==> src/rtl/regbank_pkg.sv <==
// Shared types for the register-bank writeback path: address/data widths and the queued entry.
package regbank_pkg;

    localparam int REG_ADDR_W = 4;
    localparam int REG_DATA_W = 32;

    typedef struct packed {
        logic [REG_ADDR_W-1:0] dest;
        logic [REG_DATA_W-1:0] data;
    } wb_entry_t;

endpackage

==> src/rtl/wb_fifo.sv <==
// Circular writeback queue: up to two pushes (slot a older than slot b) and one pop per edge,
// synchronous flush, exposes its storage and read pointer so the top can search pending results.
module wb_fifo
    import regbank_pkg::*;
#(
    parameter int DEPTH = 4
) (
    input  logic                         clk,
    input  logic                         rst,
    input  logic                         i_flush,
    input  logic                         i_push_a,
    input  wb_entry_t                    i_entry_a,
    input  logic                         i_push_b,
    input  wb_entry_t                    i_entry_b,
    input  logic                         i_pop,
    output wb_entry_t                    o_head,
    output logic [$clog2(DEPTH):0]       o_count,
    output logic [$clog2(DEPTH)-1:0]     o_rptr,
    output wb_entry_t [DEPTH-1:0]        o_entries
);

    localparam int PW = $clog2(DEPTH);
    localparam int CW = PW + 1;

    wb_entry_t [DEPTH-1:0] r_mem;
    logic [PW-1:0]         r_rptr;
    logic [PW-1:0]         r_wptr;
    logic [CW-1:0]         r_count;
    logic [PW-1:0]         w_wptr_b;
    logic                  w_pop;

    // Slot b lands right behind slot a; the top only raises push_b together with push_a.
    assign w_wptr_b = r_wptr + PW'(i_push_a);
    assign w_pop    = i_pop && (r_count != '0);

    always_ff @(posedge clk) begin
        if (rst || i_flush) begin
            r_rptr  <= '0;
            r_wptr  <= '0;
            r_count <= '0;
        end else begin
            r_wptr  <= r_wptr + PW'(i_push_a) + PW'(i_push_b);
            r_rptr  <= r_rptr + PW'(w_pop);
            r_count <= r_count + CW'(i_push_a) + CW'(i_push_b) - CW'(w_pop);
        end
    end

    always_ff @(posedge clk) begin
        if (!rst && !i_flush) begin
            if (i_push_a) r_mem[r_wptr]   <= i_entry_a;
            if (i_push_b) r_mem[w_wptr_b] <= i_entry_b;
        end
    end

    assign o_head    = r_mem[r_rptr];
    assign o_count   = r_count;
    assign o_rptr    = r_rptr;
    assign o_entries = r_mem;

endmodule

==> src/rtl/regbank_writeback_unit.sv <==
// Write side of the 16x32 register bank: orders load/ALU results into a queue and issues one
// registered write per cycle. Define WB_BYPASS_EN to enable combinational bypass of pending results.
module regbank_writeback_unit
    import regbank_pkg::*;
#(
    parameter int DEPTH  = 4,
    parameter int DATA_W = REG_DATA_W,
    parameter int ADDR_W = REG_ADDR_W
) (
    input  logic                     clk,
    input  logic                     rst,
    input  logic                     flush,
    input  logic                     mem_valid,
    output logic                     mem_ready,
    input  logic [ADDR_W-1:0]        mem_dest,
    input  logic [DATA_W-1:0]        mem_data,
    input  logic                     alu_valid,
    output logic                     alu_ready,
    input  logic [ADDR_W-1:0]        alu_dest,
    input  logic [DATA_W-1:0]        alu_data,
    output logic                     we,
    output logic [ADDR_W-1:0]        dest,
    output logic [DATA_W-1:0]        Din,
    output logic [$clog2(DEPTH):0]   pending,
    input  logic [ADDR_W-1:0]        srcadd1,
    input  logic [ADDR_W-1:0]        srcadd2,
    output logic                     hit1,
    output logic                     hit2,
    output logic [DATA_W-1:0]        byp1,
    output logic [DATA_W-1:0]        byp2
);

    localparam int PW = $clog2(DEPTH);
    localparam int CW = PW + 1;

    // Handshake: a source transfers on a clk edge where its valid and ready are both high and
    // flush is low; ready never depends on the same-cycle pop.
    logic                  w_mem_take;
    logic                  w_mem_acc;
    logic                  w_alu_acc;
    logic                  w_push_a;
    logic                  w_push_b;
    wb_entry_t             w_mem_entry;
    wb_entry_t             w_alu_entry;
    wb_entry_t             w_entry_a;
    wb_entry_t             w_head;
    logic [CW-1:0]         w_count;
    logic [PW-1:0]         w_rptr;
    wb_entry_t [DEPTH-1:0] w_entries;

    assign mem_ready  = (w_count < CW'(DEPTH));
    assign w_mem_take = mem_valid & mem_ready;
    assign alu_ready  = ((w_count + CW'(w_mem_take)) < CW'(DEPTH));

    assign w_mem_acc  = w_mem_take & ~flush;
    assign w_alu_acc  = alu_valid & alu_ready & ~flush;

    assign w_mem_entry = '{dest: mem_dest, data: mem_data};
    assign w_alu_entry = '{dest: alu_dest, data: alu_data};

    // The load result is always the older of two same-edge pushes.
    assign w_push_a  = w_mem_acc | w_alu_acc;
    assign w_entry_a = w_mem_acc ? w_mem_entry : w_alu_entry;
    assign w_push_b  = w_mem_acc & w_alu_acc;

    wb_fifo #(.DEPTH(DEPTH)) u_fifo (
        .clk       (clk),
        .rst       (rst),
        .i_flush   (flush),
        .i_push_a  (w_push_a),
        .i_entry_a (w_entry_a),
        .i_push_b  (w_push_b),
        .i_entry_b (w_alu_entry),
        .i_pop     (1'b1),
        .o_head    (w_head),
        .o_count   (w_count),
        .o_rptr    (w_rptr),
        .o_entries (w_entries)
    );

    assign pending = w_count;

    // On flush the in-flight write has already been presented; only the next one is suppressed.
    always_ff @(posedge clk) begin
        if (rst) begin
            we   <= 1'b0;
            dest <= '0;
            Din  <= '0;
        end else if (flush) begin
            we   <= 1'b0;
        end else if (w_count != '0) begin
            we   <= 1'b1;
            dest <= w_head.dest;
            Din  <= w_head.data;
        end else begin
            we   <= 1'b0;
        end
    end

`ifdef WB_BYPASS_EN
    // Output register has lowest priority; walking head->tail lets the youngest match win.
    always_comb begin
        hit1 = 1'b0;
        byp1 = '0;
        hit2 = 1'b0;
        byp2 = '0;
        if (we && (dest == srcadd1)) begin
            hit1 = 1'b1;
            byp1 = Din;
        end
        if (we && (dest == srcadd2)) begin
            hit2 = 1'b1;
            byp2 = Din;
        end
        for (int i = 0; i < DEPTH; i++) begin
            if (CW'(i) < w_count) begin
                if (w_entries[w_rptr + PW'(i)].dest == srcadd1) begin
                    hit1 = 1'b1;
                    byp1 = w_entries[w_rptr + PW'(i)].data;
                end
                if (w_entries[w_rptr + PW'(i)].dest == srcadd2) begin
                    hit2 = 1'b1;
                    byp2 = w_entries[w_rptr + PW'(i)].data;
                end
            end
        end
    end
`else
    logic w_unused_bypass;
    assign w_unused_bypass = ^{w_entries, w_rptr, srcadd1, srcadd2};
    assign hit1 = 1'b0;
    assign hit2 = 1'b0;
    assign byp1 = '0;
    assign byp2 = '0;
`endif

endmodule
==> config.mk <==
export PLATFORM = sky130hd
export DESIGN_NAME = regbank_writeback_unit
export DESIGN_NICKNAME = d
export VERILOG_FILES = /design/src/rtl/regbank_pkg.sv /design/src/rtl/wb_fifo.sv /design/src/rtl/regbank_writeback_unit.sv
export SDC_FILE = /design/constraint.sdc
export NUM_CORES = 1
export LEC_CHECK = 0
export BUFFER_PORTS_ARGS = -buffer_cell sky130_fd_sc_hd__buf_2
export CAP_MARGIN = 25
export CELL_PAD_IN_SITES_DETAIL_PLACEMENT = 1
export CELL_PAD_IN_SITES_GLOBAL_PLACEMENT = 1
export CORE_UTILIZATION = 49
export CTS_BUF_LIST = sky130_fd_sc_hd__clkbuf_4 sky130_fd_sc_hd__clkbuf_8
export CTS_CLUSTER_DIAMETER = 150
export CTS_CLUSTER_SIZE = 10
export DETAILED_ROUTE_END_ITERATION = 16
export GPL_ROUTABILITY_DRIVEN = 0
export PLACE_DENSITY = 0.95
export SLEW_MARGIN = 10
export SYNTH_ARGS = -nofsm -noshare
export SYNTH_HDL_FRONTEND = slang
export SYNTH_SLANG_ARGS = --single-unit
==> constraint.sdc <==
create_clock -name clk -period 17.9 [get_ports clk]
set_input_delay 5.37 -clock clk [delete_from_list [all_inputs] [get_ports clk]]
set_output_delay 5.37 -clock clk [all_outputs]
set_load 0.05 [all_outputs]
## Word level (Yosys, flattened, before mapping)

Index checks and enable logic that the tools add are counted.

| operators by class | value |
|---|---|
| order comparisons | 7 |
| reduce and logical (&&, ||, !) cells | 9 |
| bitwise logic cells | 7 |
| muxes and demuxes | 13 |
| add/subtract/negate cells | 7 |

Operators with widths:

| operator | number |
|---|---|
| two-way mux 144 bit | 3 |
| bitwise mux 144 bit | 2 |
| demux 36 bit (select 2 bit) | 2 |
| two-way mux 36 bit | 4 |
| binary-select mux 36 bit (select 2 bit) | 1 |
| adder 3 x 1 -> 3 bit | 3 |
| < comparator 2 x 3 -> 1 bit, second input constant | 3 |
| adder 2 x 1 -> 2 bit | 3 |
| < comparator 3 bit, second input constant | 2 |
| AND 1 bit | 5 |
| >= comparator 2 x 1 -> 1 bit, second input constant | 2 |
| logical AND 1 bit | 3 |
| nonzero test 3 bit | 1 |
| subtractor 3 x 1 -> 3 bit | 1 |
| logical NOT 1 bit | 2 |
| AND reduction 2 bit | 1 |
| OR reduction 2 bit | 1 |
| logical OR 1 bit | 1 |
| two-way mux 1 bit | 1 |
| inverter 1 bit | 1 |
| bitwise OR 1 bit | 1 |

| storage, ports and cells | value |
|---|---|
| bits of input ports | 85 |
| word-level logic and storage cells | 57 |
| output and inout bits | 108 |
| flip-flop bits (word level) | 188 |

## Depth between registers and ports, before layout

| depth | value |
|---|---|
| depth after elaboration | 14 |
| mapped depth | 10 |
| gate-level depth less buffers | 9 |

## By module

Synthesis repeated with hierarchy kept, for this count alone.

| second synthesis, totals | value |
|---|---|
| cell total of the unflattened synthesis | 1158 |
| area total of the unflattened synthesis | 11395.9 um2 |

Modules (own cells, without submodules):

| module | times used | sequential area each (um2) | area an instance (um2) | cells an instance |
|---|---|---|---|---|
| wb_fifo | 1 | 4464.3 | 8772.2 | 885 |
| regbank_writeback_unit | 1 | 740.7 | 2623.8 | 273 |

## Least setup slack after synthesis

OpenSTA, ideal clock, no wires.

| path | value |
|---|---|
| path type | in2reg |
| from | input flush |
| to | register u_fifo.r_mem, in the netlist u_fifo.o_entries[0], enable pin |
| path slack | 5610 ps |
| arrival | 11638 ps |
| cell stages on the path | 2 |
| path buffers | 1 |
| cells stage by stage | buf_2 nor2_1 |

| between the ends | value |
|---|---|
| cells in the longest elaborated chain, start to end | 2 |

Ends and longest elaborated chain:

| element | RTL line | text |
|---|---|---|
| start, declared | regbank_writeback_unit.sv:12 | `input logic flush,` |
| logical NOT 1 bit | wb_fifo.sv:49 | `if (!rst && !i_flush) begin` |
| logical AND 1 bit | wb_fifo.sv:49 |  |
| end signal, assigned by index | wb_fifo.sv:50 | `if (i_push_a) r_mem[r_wptr] <= i_entry_a;` |
| end signal, assigned by index | wb_fifo.sv:51 | `if (i_push_b) r_mem[w_wptr_b] <= i_entry_b;` |
| end, declared | wb_fifo.sv:25 | `wb_entry_t [DEPTH-1:0] r_mem;` |

Every way passes these cells.
A chain may end at the register's enable or synchronous reset.

## Final worst setup path

| path | value |
|---|---|
| from | input mem_valid |
| to | output alu_ready |

| between the ends | value |
|---|---|
| cells in the longest elaborated chain, start to end | 3 |

Ends and longest elaborated chain:

| element | RTL line | text |
|---|---|---|
| start, declared | regbank_writeback_unit.sv:13 | `input logic mem_valid,` |
| AND 1 bit | regbank_writeback_unit.sv:52 | `assign w_mem_take = mem_valid & mem_ready;` |
| adder 3 x 1 -> 3 bit | regbank_writeback_unit.sv:53 | `assign alu_ready = ((w_count + CW'(w_mem_take)) < CW'(DEPTH));` |
| < comparator 3 bit | regbank_writeback_unit.sv:53 |  |
| end, declared | regbank_writeback_unit.sv:18 | `output logic alu_ready,` |

Every way passes these cells.

==> flow_metrics.tcl <==
set metrics [dict create \
    grt_pass1_wl_mm 47.3 \
    grt_util_all_layers 0.307 \
    seq_power_share 0.419 \
    setup_tns_ns 0 \
    power.density_nw_per_um2 125 \
    synth-main-ff-cell "edfxtp_1" \
    post_cts_buffers 0 \
    ctsHtreeMaxLevel 4 \
    multiInputGateArea_um2 4190 \
    yosys.area.top_type "edfxtp_1" \
    drive_above_1_share 0.242 \
    synth-compound-area-share 0.242 \
    seq_area_frac_synth 0.524 \
    drt_wl_total_mm 31.1 \
    place_inst 1144 \
    fillerInstances 2103 \
    synth-simple-area-share 0.0516 \
    drtIter0Drc 1004 \
    first_global_vias 8394 \
    slew_headroom 0.255 \
    r2r_cells 8 \
    end_kind "primary output" \
    globalRouteOverflowTotal 0 \
    drv_slew 0 \
    grt_max_degree 81 \
    cts_resized 0 \
    finalCritPeriodShare 0.631 \
    hold_viol_final 0 \
    boundaryPins 193 \
    ys_top_cells_by_area "edfxtp_1 (44%), a2bb2oi_1 (12%), o22ai_1 (9.1%)" \
    start_kind "input pin" \
    comb_power_share 0.378 \
    dieHeight_um 144 \
    drc 0 \
    cts_root_buf "clkbuf_8" \
    core.rowCount 51 \
    arrival_ns 5.93 \
    wl_per_cell_um 26.4 \
    hold_buffers 0 \
    num_vias 7979 \
    start_util 0.506 \
    max_clock_freq_mhz 88.5 \
    synth_edf_count 144 \
    min_period_ns 11.30 \
    ant_nets 0 \
    clkTransAtPathRegs_ns 0.09 \
    synthAdderAreaFrac 0.00907 \
    clock-sinks 188 \
    numCtsBuffers 17 \
    synth_async_sr_flop_share 0 \
    peakVddDrop_mv 0.0706 \
    die_w_um 144 \
    syn_area_um2 9940 \
    synth_xor_area_frac 0.00529 \
    synth_warnings 0 \
    pre_cts_ws_ns 6.59 \
    cts_buffer_depth 2 \
    status "complete, no violations" \
    clock_latency_ns 0.49 \
    synth_cell_types 38 \
    ys_ff_latch 188 \
    syn2layout_area_growth_pct 9.51 \
    p_int_mw 0.819 \
    p_leak_nw 3.99 \
    synth_cells 819 \
    die_area_um2 20900 \
    rsz0062_at_grt "false" \
    hold_ws_ns 0.455 \
    clkPwrFrac 0.204 \
    layout.nets 990 \
    final_cell_mix "o22ai_1 (144), edfxtp_1 (144), a2bb2oi_1 (140), buf_2 (118), nand2_1 (74)" \
    switchingPower_mw 0.543 \
    synth_top_area_frac 0.435 \
    p_sw_frac 0.399 \
    min-delay-path-class "reg2reg" \
    path_max_fanout 4 \
    regArea_um2 5210 \
    hold_depth 2 \
    io_buffers 118 \
    setup_viol 0 \
    hpwl_mm 18.8 \
    skew_ns 0.00979 \
    path_class "in2out" \
    synthMuxAreaShare 0.0816 \
    syn_area_per_cell_um2 12.1 \
    cts_tree "done" \
    drv_cap 0 \
    stdcell_count 1179 \
    fin_ws_ns 6.60 \
    antenna_found_initial 2 \
    cp.required_ns 12.53 \
    vias_per_cell 6.77 \
    synth_top_family_by_area "compound AO/OA/AOI/OAI gates" \
    core_um2 19700 \
    worstMarginPinSlew_ns 1.11 \
    firstDrtPassIters 7 \
]
cell families after synthesis:
logic type / Yosys count
flops: 188
simple gates: 104
other cells: 1
fa+ha+maj: 6
xor+xnor: 6
compound gates: 330
mux: 36
buf+inv: 148
cells in the mapped netlist, types with 2 or more instances:
master	instances
nor2_1	3
buf_1	6
and2_1	4
xnor2_1	5
nand2b_1	2
edfxtp_1	144
a21oi_1	36
fa_1	2
mux4_2	36
ha_1	4
dfxtp_1	44
buf_4	66
a21boi_2	4
nand4_1	4
o2bb2a_1	4
or3_1	2
nor4_4	2
buf_6	3
nor3_1	4
o22ai_1	144
inv_1	6
nand2_1	74
a2bb2oi_1	140
buf_2	24
clkbuf_1	43
final cells by class:
type,instances,share of cell area
flip-flops and latches,188,0.479
multi-input cells,548,0.385
repair buffers,138,0.0692
well taps,265,0.0305
clock buffers,19,0.0235
clock inverters,13,0.0109
inverters,6,0.00207
diodes,2,0.000460
metrics by stage:
stage / power [mW] / area (µm²) / utilization
floorplan: 0.965 / 10200 / -
global placement: 1.06 / 10500 / 0.533
detailed placement: 1.09 / 10500 / 0.533
CTS: 1.36 / 10900 / 0.552
global route: 1.41 / 10900 / 0.554
finish: 1.36 / 10900 / 0.554
sequential cells by signal, indices dropped and copies added, names as in the netlist:
signal and count:
Din 32, dest 4, u_fifo.o_count 3, u_fifo.o_entries 144, u_fifo.o_rptr 2, u_fifo.r_wptr 2
we 1
power by group through the flow:
stage                     clock, mW  combinational (mW)  sequential (mW)
after floorplan                   0               0.316            0.649
after global placement            0               0.486            0.575
after detailed placement          0               0.508            0.581
after CTS                     0.278               0.511            0.571
after global routing          0.291               0.547            0.576
final                         0.278               0.515            0.571
worst paths after layout:
| check | startpoint | end | slack (ns) |
|---|---|---|---|
| setup / recovery | mem_valid | alu_ready | 6.60 |
| hold / removal | Din[27] | Din[27] | 0.45 |
| setup reg to reg | u_fifo.o_count[2] | u_fifo.o_entries[101] | 14.57 |
| hold reg to reg | Din[27] | Din[27] | 0.45 |
critical path, cell delays in order:
cell,delay [ns]
buf_2,0.12
a31oi_1,0.15
buf_2,0.28
layer usage:
metal,track usage,vias up,part of all wire
met5,0,-,0
met1,0.361,3991,0.37
met4,0.169,0,0.036
met2,0.529,541,0.51
li1,-,3346,-
met3,0.0589,101,0.082
Note: power is estimated with default switching activity, not from simulation.
